--- src/rtl/toggle_handshake_rx_pkg.sv ---
// Shared types and constants for the toggle-handshake receiver.
package toggle_handshake_rx_pkg;

  localparam int unsigned DATA_W_DEFAULT  = 8;
  localparam int unsigned SYNC_STAGES_MIN = 2;

  typedef enum logic {
    ST_IDLE  = 1'b0,
    ST_VALID = 1'b1
  } state_e;

endpackage : toggle_handshake_rx_pkg

--- src/rtl/sync_bit_chain.sv ---
// Single-bit async-reset synchroniser chain; bit 0 samples the foreign-domain input.
module sync_bit_chain
  import toggle_handshake_rx_pkg::*;
#(
  parameter int unsigned STAGES = SYNC_STAGES_MIN
) (
  input  logic clk,
  input  logic reset,
  input  logic d_i,
  output logic q_o
);

  logic [STAGES-1:0] sync_q;

  always_ff @(posedge clk or posedge reset) begin
    if (reset) begin
      sync_q <= '0;
    end else begin
      sync_q <= {sync_q[STAGES-2:0], d_i};
    end
  end

  assign q_o = sync_q[STAGES-1];

endmodule : sync_bit_chain

--- src/rtl/toggle_handshake_rx.sv ---
// Receive side of a two-phase toggle handshake: each request level change becomes one
// word on a valid/ready port, and each consumed word flips the ack toggle back.
module toggle_handshake_rx
  import toggle_handshake_rx_pkg::*;
#(
  parameter int unsigned DATA_W      = DATA_W_DEFAULT,
  parameter int unsigned SYNC_STAGES = 2
) (
  input  logic              clk,
  input  logic              reset,
  input  logic              req_tgl_i,
  input  logic [DATA_W-1:0] data_i,
  input  logic              ready_i,
  input  logic              clear_ovr_i,
  output logic              valid_o,
  output logic [DATA_W-1:0] data_o,
  output logic              ack_tgl_o,
  output logic              overrun_o
);

  if (SYNC_STAGES < SYNC_STAGES_MIN) begin : g_bad_sync_stages
    $error("toggle_handshake_rx: SYNC_STAGES must be at least SYNC_STAGES_MIN");
  end

  logic              req_sync;
  logic              prev_q;
  logic              req_edge_c;
  state_e            state_q, state_d;
  logic              valid_q, valid_d;
  logic [DATA_W-1:0] data_q, data_d;
  logic              ack_q, ack_d;
  logic              ovr_q, ovr_d;

  sync_bit_chain #(
    .STAGES (SYNC_STAGES)
  ) u_req_sync (
    .clk   (clk),
    .reset (reset),
    .d_i   (req_tgl_i),
    .q_o   (req_sync)
  );

  // Either polarity of the synchronised toggle marks one new word.
  assign req_edge_c = req_sync ^ prev_q;

  always_ff @(posedge clk or posedge reset) begin
    if (reset) begin
      prev_q  <= 1'b0;
      state_q <= ST_IDLE;
      valid_q <= 1'b0;
      data_q  <= '0;
      ack_q   <= 1'b0;
      ovr_q   <= 1'b0;
    end else begin
      prev_q  <= req_sync;
      state_q <= state_d;
      valid_q <= valid_d;
      data_q  <= data_d;
      ack_q   <= ack_d;
      ovr_q   <= ovr_d;
    end
  end

  always_comb begin
    state_d = state_q;
    valid_d = valid_q;
    data_d  = data_q;
    ack_d   = ack_q;
    ovr_d   = ovr_q;

    case (state_q)
      ST_IDLE: begin
        if (req_edge_c) begin
          data_d  = data_i;
          valid_d = 1'b1;
          state_d = ST_VALID;
        end
      end
      ST_VALID: begin
        if (ready_i) begin
          valid_d = 1'b0;
          ack_d   = ~ack_q;
          state_d = ST_IDLE;
        end
      end
      default: begin
        valid_d = 1'b0;
        state_d = ST_IDLE;
      end
    endcase

    // A request arriving while a word is still held is dropped but remembered; set beats clear.
    if ((state_q == ST_VALID) && req_edge_c) begin
      ovr_d = 1'b1;
    end else if (clear_ovr_i) begin
      ovr_d = 1'b0;
    end
  end

  assign valid_o   = valid_q;
  assign data_o    = data_q;
  assign ack_tgl_o = ack_q;
  assign overrun_o = ovr_q;

endmodule : toggle_handshake_rx

--- config.mk ---
export PLATFORM = sky130hd
export DESIGN_NAME = toggle_handshake_rx
export DESIGN_NICKNAME = d
export VERILOG_FILES = /design/src/rtl/toggle_handshake_rx_pkg.sv /design/src/rtl/sync_bit_chain.sv /design/src/rtl/toggle_handshake_rx.sv
export SDC_FILE = /design/constraint.sdc
export NUM_CORES = 1
export LEC_CHECK = 0
export ABC_AREA = 1
export BUFFER_PORTS_ARGS = -buffer_cell sky130_fd_sc_hd__buf_2
export CAP_MARGIN = 40
export CORE_AREA = 5 5 42 44
export DETAILED_ROUTE_END_ITERATION = 8
export DIE_AREA = 0 0 47 49
export PLACE_DENSITY = 0.74
export SYNTH_ARGS = -nofsm -noshare
export SYNTH_HDL_FRONTEND = slang
export SYNTH_SLANG_ARGS = --single-unit
--- constraint.sdc ---
create_clock -name clk -period 1.5 [get_ports clk]
set_input_delay 0.075 -clock clk [delete_from_list [all_inputs] [get_ports clk]]
set_output_delay 0.075 -clock clk [all_outputs]
set_load 0.01 [all_outputs]
# == Word-level counts from Yosys, hierarchy flattened ==
# Cells that the tools add are included.
# word_totals
mem_bits_ro,0
input_bits,13
mem_bits_rw,0
latch_bits,0
regBits,15
memories,0
word_cells,25
# classes
muxes,8
n_div,0
shifts,0
n_addsub,0
order_cmp,0
eq_ne,2
reduce_logical,5
bitwise_logic,3
multipliers,0
# ops
operator,n
$mux 1,6
$reduce_and 2->1,3
$ne 2x2->1 const B,2
$pmux 1 s2,2
$not 1->1,2
$reduce_bool 2->1,1
$logic_and 1x1->1,1
$xor 1x1->1,1

# == Logic depth before layout (Yosys ltp) ==
# logic_depth
depth_word,3
ltp_mapped,5
ltp_nobuf,5

# == Cells and area by module ==
# Synthesis repeated with hierarchy kept, for this count alone.
# hier_totals
cells_unflattened,56
area_unflattened_um2,586.8
# by_module_without_submodules
mod,cells_per_inst,area_per_inst_um2,n_inst,seq_area_each_um2
toggle_handshake_rx,53,533.0,1,325.3
sync_bit_chain,3,53.8,1,50.0

# == Worst setup path before layout ==
# No wires, ideal clock.
# synth_timing
path_type,register to register
startpoint,register u_req_sync.sync_q[1]
endpoint,register data_q[4] (netlist: data_o[4])
setup_ns,0.117
slack_ns,0.589
synth_period_minus_slack_ns,0.911
required_ns,1.383
n_path_buf,0
stages_incl_launch_ff,5
arrival_ns,0.794
cell_sequence,dfrtp_1 nand2_2 nand3_4 nand2_1 nand2_1
# synth_via
elab_chain_len,2
# synth_rtl
element,line_no,text
"start, declared",sync_bit_chain.sv:13,logic [STAGES-1:0] sync_q;
"start signal, assigned",sync_bit_chain.sv:19,"sync_q <= {sync_q[STAGES-2:0], d_i};"
$xor 1x1->1,toggle_handshake_rx.sv:44,assign req_edge_c = req_sync ^ prev_q;
$reduce_and 2->1 (no source line),-,
"end signal, assigned",toggle_handshake_rx.sv:58,data_q <= data_d;
"end, declared",toggle_handshake_rx.sv:30,"logic [DATA_W-1:0] data_q, data_d;"
# Every way passes these cells.
# A chain may end at the register's enable or synchronous reset.

# == Worst setup path after layout ==
# layout_timing
startpoint,register u_req_sync.sync_q[1]
endpoint,register data_q[1] (netlist: data_o[1])
# Same word-level chain as after synthesis.

==> run metrics <==
Die Ht=49 microns; # fillers=140; total power=1.10 mW; Wirelength per Cell=11.2 microns; r2r worst-path depth=4; Pre-antenna DRT Iters=4; setup tns final=0 ns; n_diodes=0; Core Region=1400 sq um; Leak=0.437 nW; Root Driver=clkbuf_4; # nets final=100; clk buf depth=2; Worst Path Max Fanout=10; Max Cap Viol=0; Seq. cell area=375 sq um; die area=2300 sq um; relative slew slack=62.6%; run status=finished, final reports clean; first-pass GRT wire length=1930 microns; Total GRT Usage=11.1%; worst stage delay on the critical path=0.42 ns; Vias=468; Buf/Inv on CP=0; synth warn=0; post-cts resize count=0; hold wc startpoint=data_i[5]; largest net degree at the start of global routing=16; synthesized cell area=583 sq um; register bit total from synthesis=15; total gr overflow=0; Req. time, crit path=1.67 ns; Worst-Skew Late Latency=0.28 ns; DPL Wire Length=842 microns; drc violations=0; worst path arrival time=1.19 ns; Syn Nets=68; Final Setup Violations=0; commonest non-fill, non-tap cell in the layout=buf_2; Synth cell types=12; Post CTS Setup Buffer Count=0; Post-Syn Instances=55; cts bufs inserted=3; Hold WS=0.0408 ns; initial antenna violation count=0; Post-CTS Hold Fix Bufs=4; Critical Path Source Type=register; register area share after synthesis=64.4%; Placement Rows=14; r2r setup slk=0.48 ns; Max Clock Freq=0.984 GHz; final period utilization=67.8%; DRT iter0 DRCs=12; CTS tree=done; PortBufs=23; worst r2r dst=data_o[1]$_DFFE_PP0P_; commonest non-fill, non-tap cells in the layout=buf_2 (23), nand2_1 (17), dfrtp_1 (15), nand4_1 (8), inv_1 (5); Ports=24; RSZ-0062 raised after global routing=no; PD cells=1400 nW/um^2; CP Cell Sequence=nand2_2 > nand3_4 > nand2_1 > nand2_1; Worst Hold Depth=3; share of cells above drive strength 1=37.2%; CP Class=register to register; Critical Path End=data_o[1]$_DFFE_PP0P_; worst r2r src=u_req_sync.sync_q[1]$_DFF_PP0_; number of global-route vias before repair=445; worst min-delay path category=input pin to register; RePlAce Congestion=0.755; worst slew pin tran=0.560 ns; Avg Vias per Cell=4.59; Tmin final=1.02 ns; critical path endpoint category=register; Multi-input gate area=181 sq um; Top delay family on crit path=simple AND/OR/NAND/NOR gates; worst vdd ir=0.000895 V; Initial Util=41.6%; clk_skew=0.00751 ns; final hold vios=0; Max Slew Vio Count=0; Worst path depth=4; die extent in x=47 microns; most frequent CP cell=nand2_1; Max stage delay cell, worst path=dfrtp_1; H-tree lvl count=1; Avg Cell Area, Syn=10.6 sq um; antenna-violating nets left=0; Worst Setup SP=u_req_sync.sync_q[1]$_DFF_PP0_; Routed Wire Length=1140 microns; clock sinks=15; Synth-to-Final Area Change=34.5%; Clk pin slew, worst setup/hold paths=0.09 ns
## power breakdown
| part | internal (mW) | leakage (nW) | total (mW) | switching [mW] |
|---|---|---|---|---|
| Combinational | 0.137 | 0.241 | 0.315 | 0.178 |
| Sequential | 0.504 | 0.181 | 0.556 | 0.0523 |
| Clock | 0.103 | 0.0150 | 0.227 | 0.124 |
| Total | 0.744 | 0.437 | 1.10 | 0.355 |
## Yosys cell counts, drive strengths merged
library cell | count | share of area, %
nand4 | 8 | 8.6
o21ai | 2 | 1.7
inv | 7 | 4.5
xnor2 | 1 | 1.5
nand3 | 2 | 3.9
nand2 | 19 | 14
a21oi | 1 | 1.5
dfrtp | 15 | 64
## tightest hold or removal path: cells and delay by family
kind | cells | cell delay (ns)
AND/OR/NAND/NOR | 2 | 0.12
buffers and inverters | 1 | 0.10
## kinds of logic (layout without fill, tap and decap cells)
family / count (synthesis) / in the layout / share of synthesized area [%]
AOI/OAI and AO/OA: 3 / 3 / 3.22
DFF: 15 / 15 / 64.4
and+or+nand+nor: 29 / 29 / 26.4
xor gates and xnor gates: 1 / 1 / 1.50
buffers and inverters: 7 / 38 / 4.51
## through the flow
stage	setup WS, ns	instances	util (%)	instance area [sq um]
final	0.483	102	56.0	785
after global placement	0.516	94	51.2	718
after global routing	0.378	102	56.0	785
after floorplan	0.589	55	-	583
after detailed placement	0.485	94	51.2	718
after CTS	0.469	102	56.0	785
## per-layer routing
layer	track usage, %	up-vias	share of wire, %
li1	-	241	-
met1	16.0	212	46
met2	15.8	15	46
met3	2.58	0	7.6
met4	4.15	0	0
met5	0	-	0
## flip-flops by register name (all words and copies together), names as in the netlist
register and count:
prev_q 1, overrun_o 1, data_o 8, valid_o 1, u_req_sync.sync_q 2, ack_tgl_o 1
state_q 1
## cell type report
type,count,share of cell area [%]
clock buffers,4,3.35
inverters,7,3.35
repair buffers,27,19.8
well taps,16,2.55
multi-input cells,33,23.1
flip-flops and latches,15,47.8
## worst min path at each step
stage	end	slack, ns
finish	data_o[5]$_DFFE_PP0P_	0.04
global route	data_o[3]$_DFFE_PP0P_	0.04
CTS	data_o[5]$_DFFE_PP0P_	0.05
detailed placement	ack_tgl_o$_DFFE_PP0P_	0.16
global placement	ack_tgl_o$_DFFE_PP0P_	0.14
floorplan	ack_tgl_o$_DFFE_PP0P_	-0.02
(Power assumes the default switching activity.)
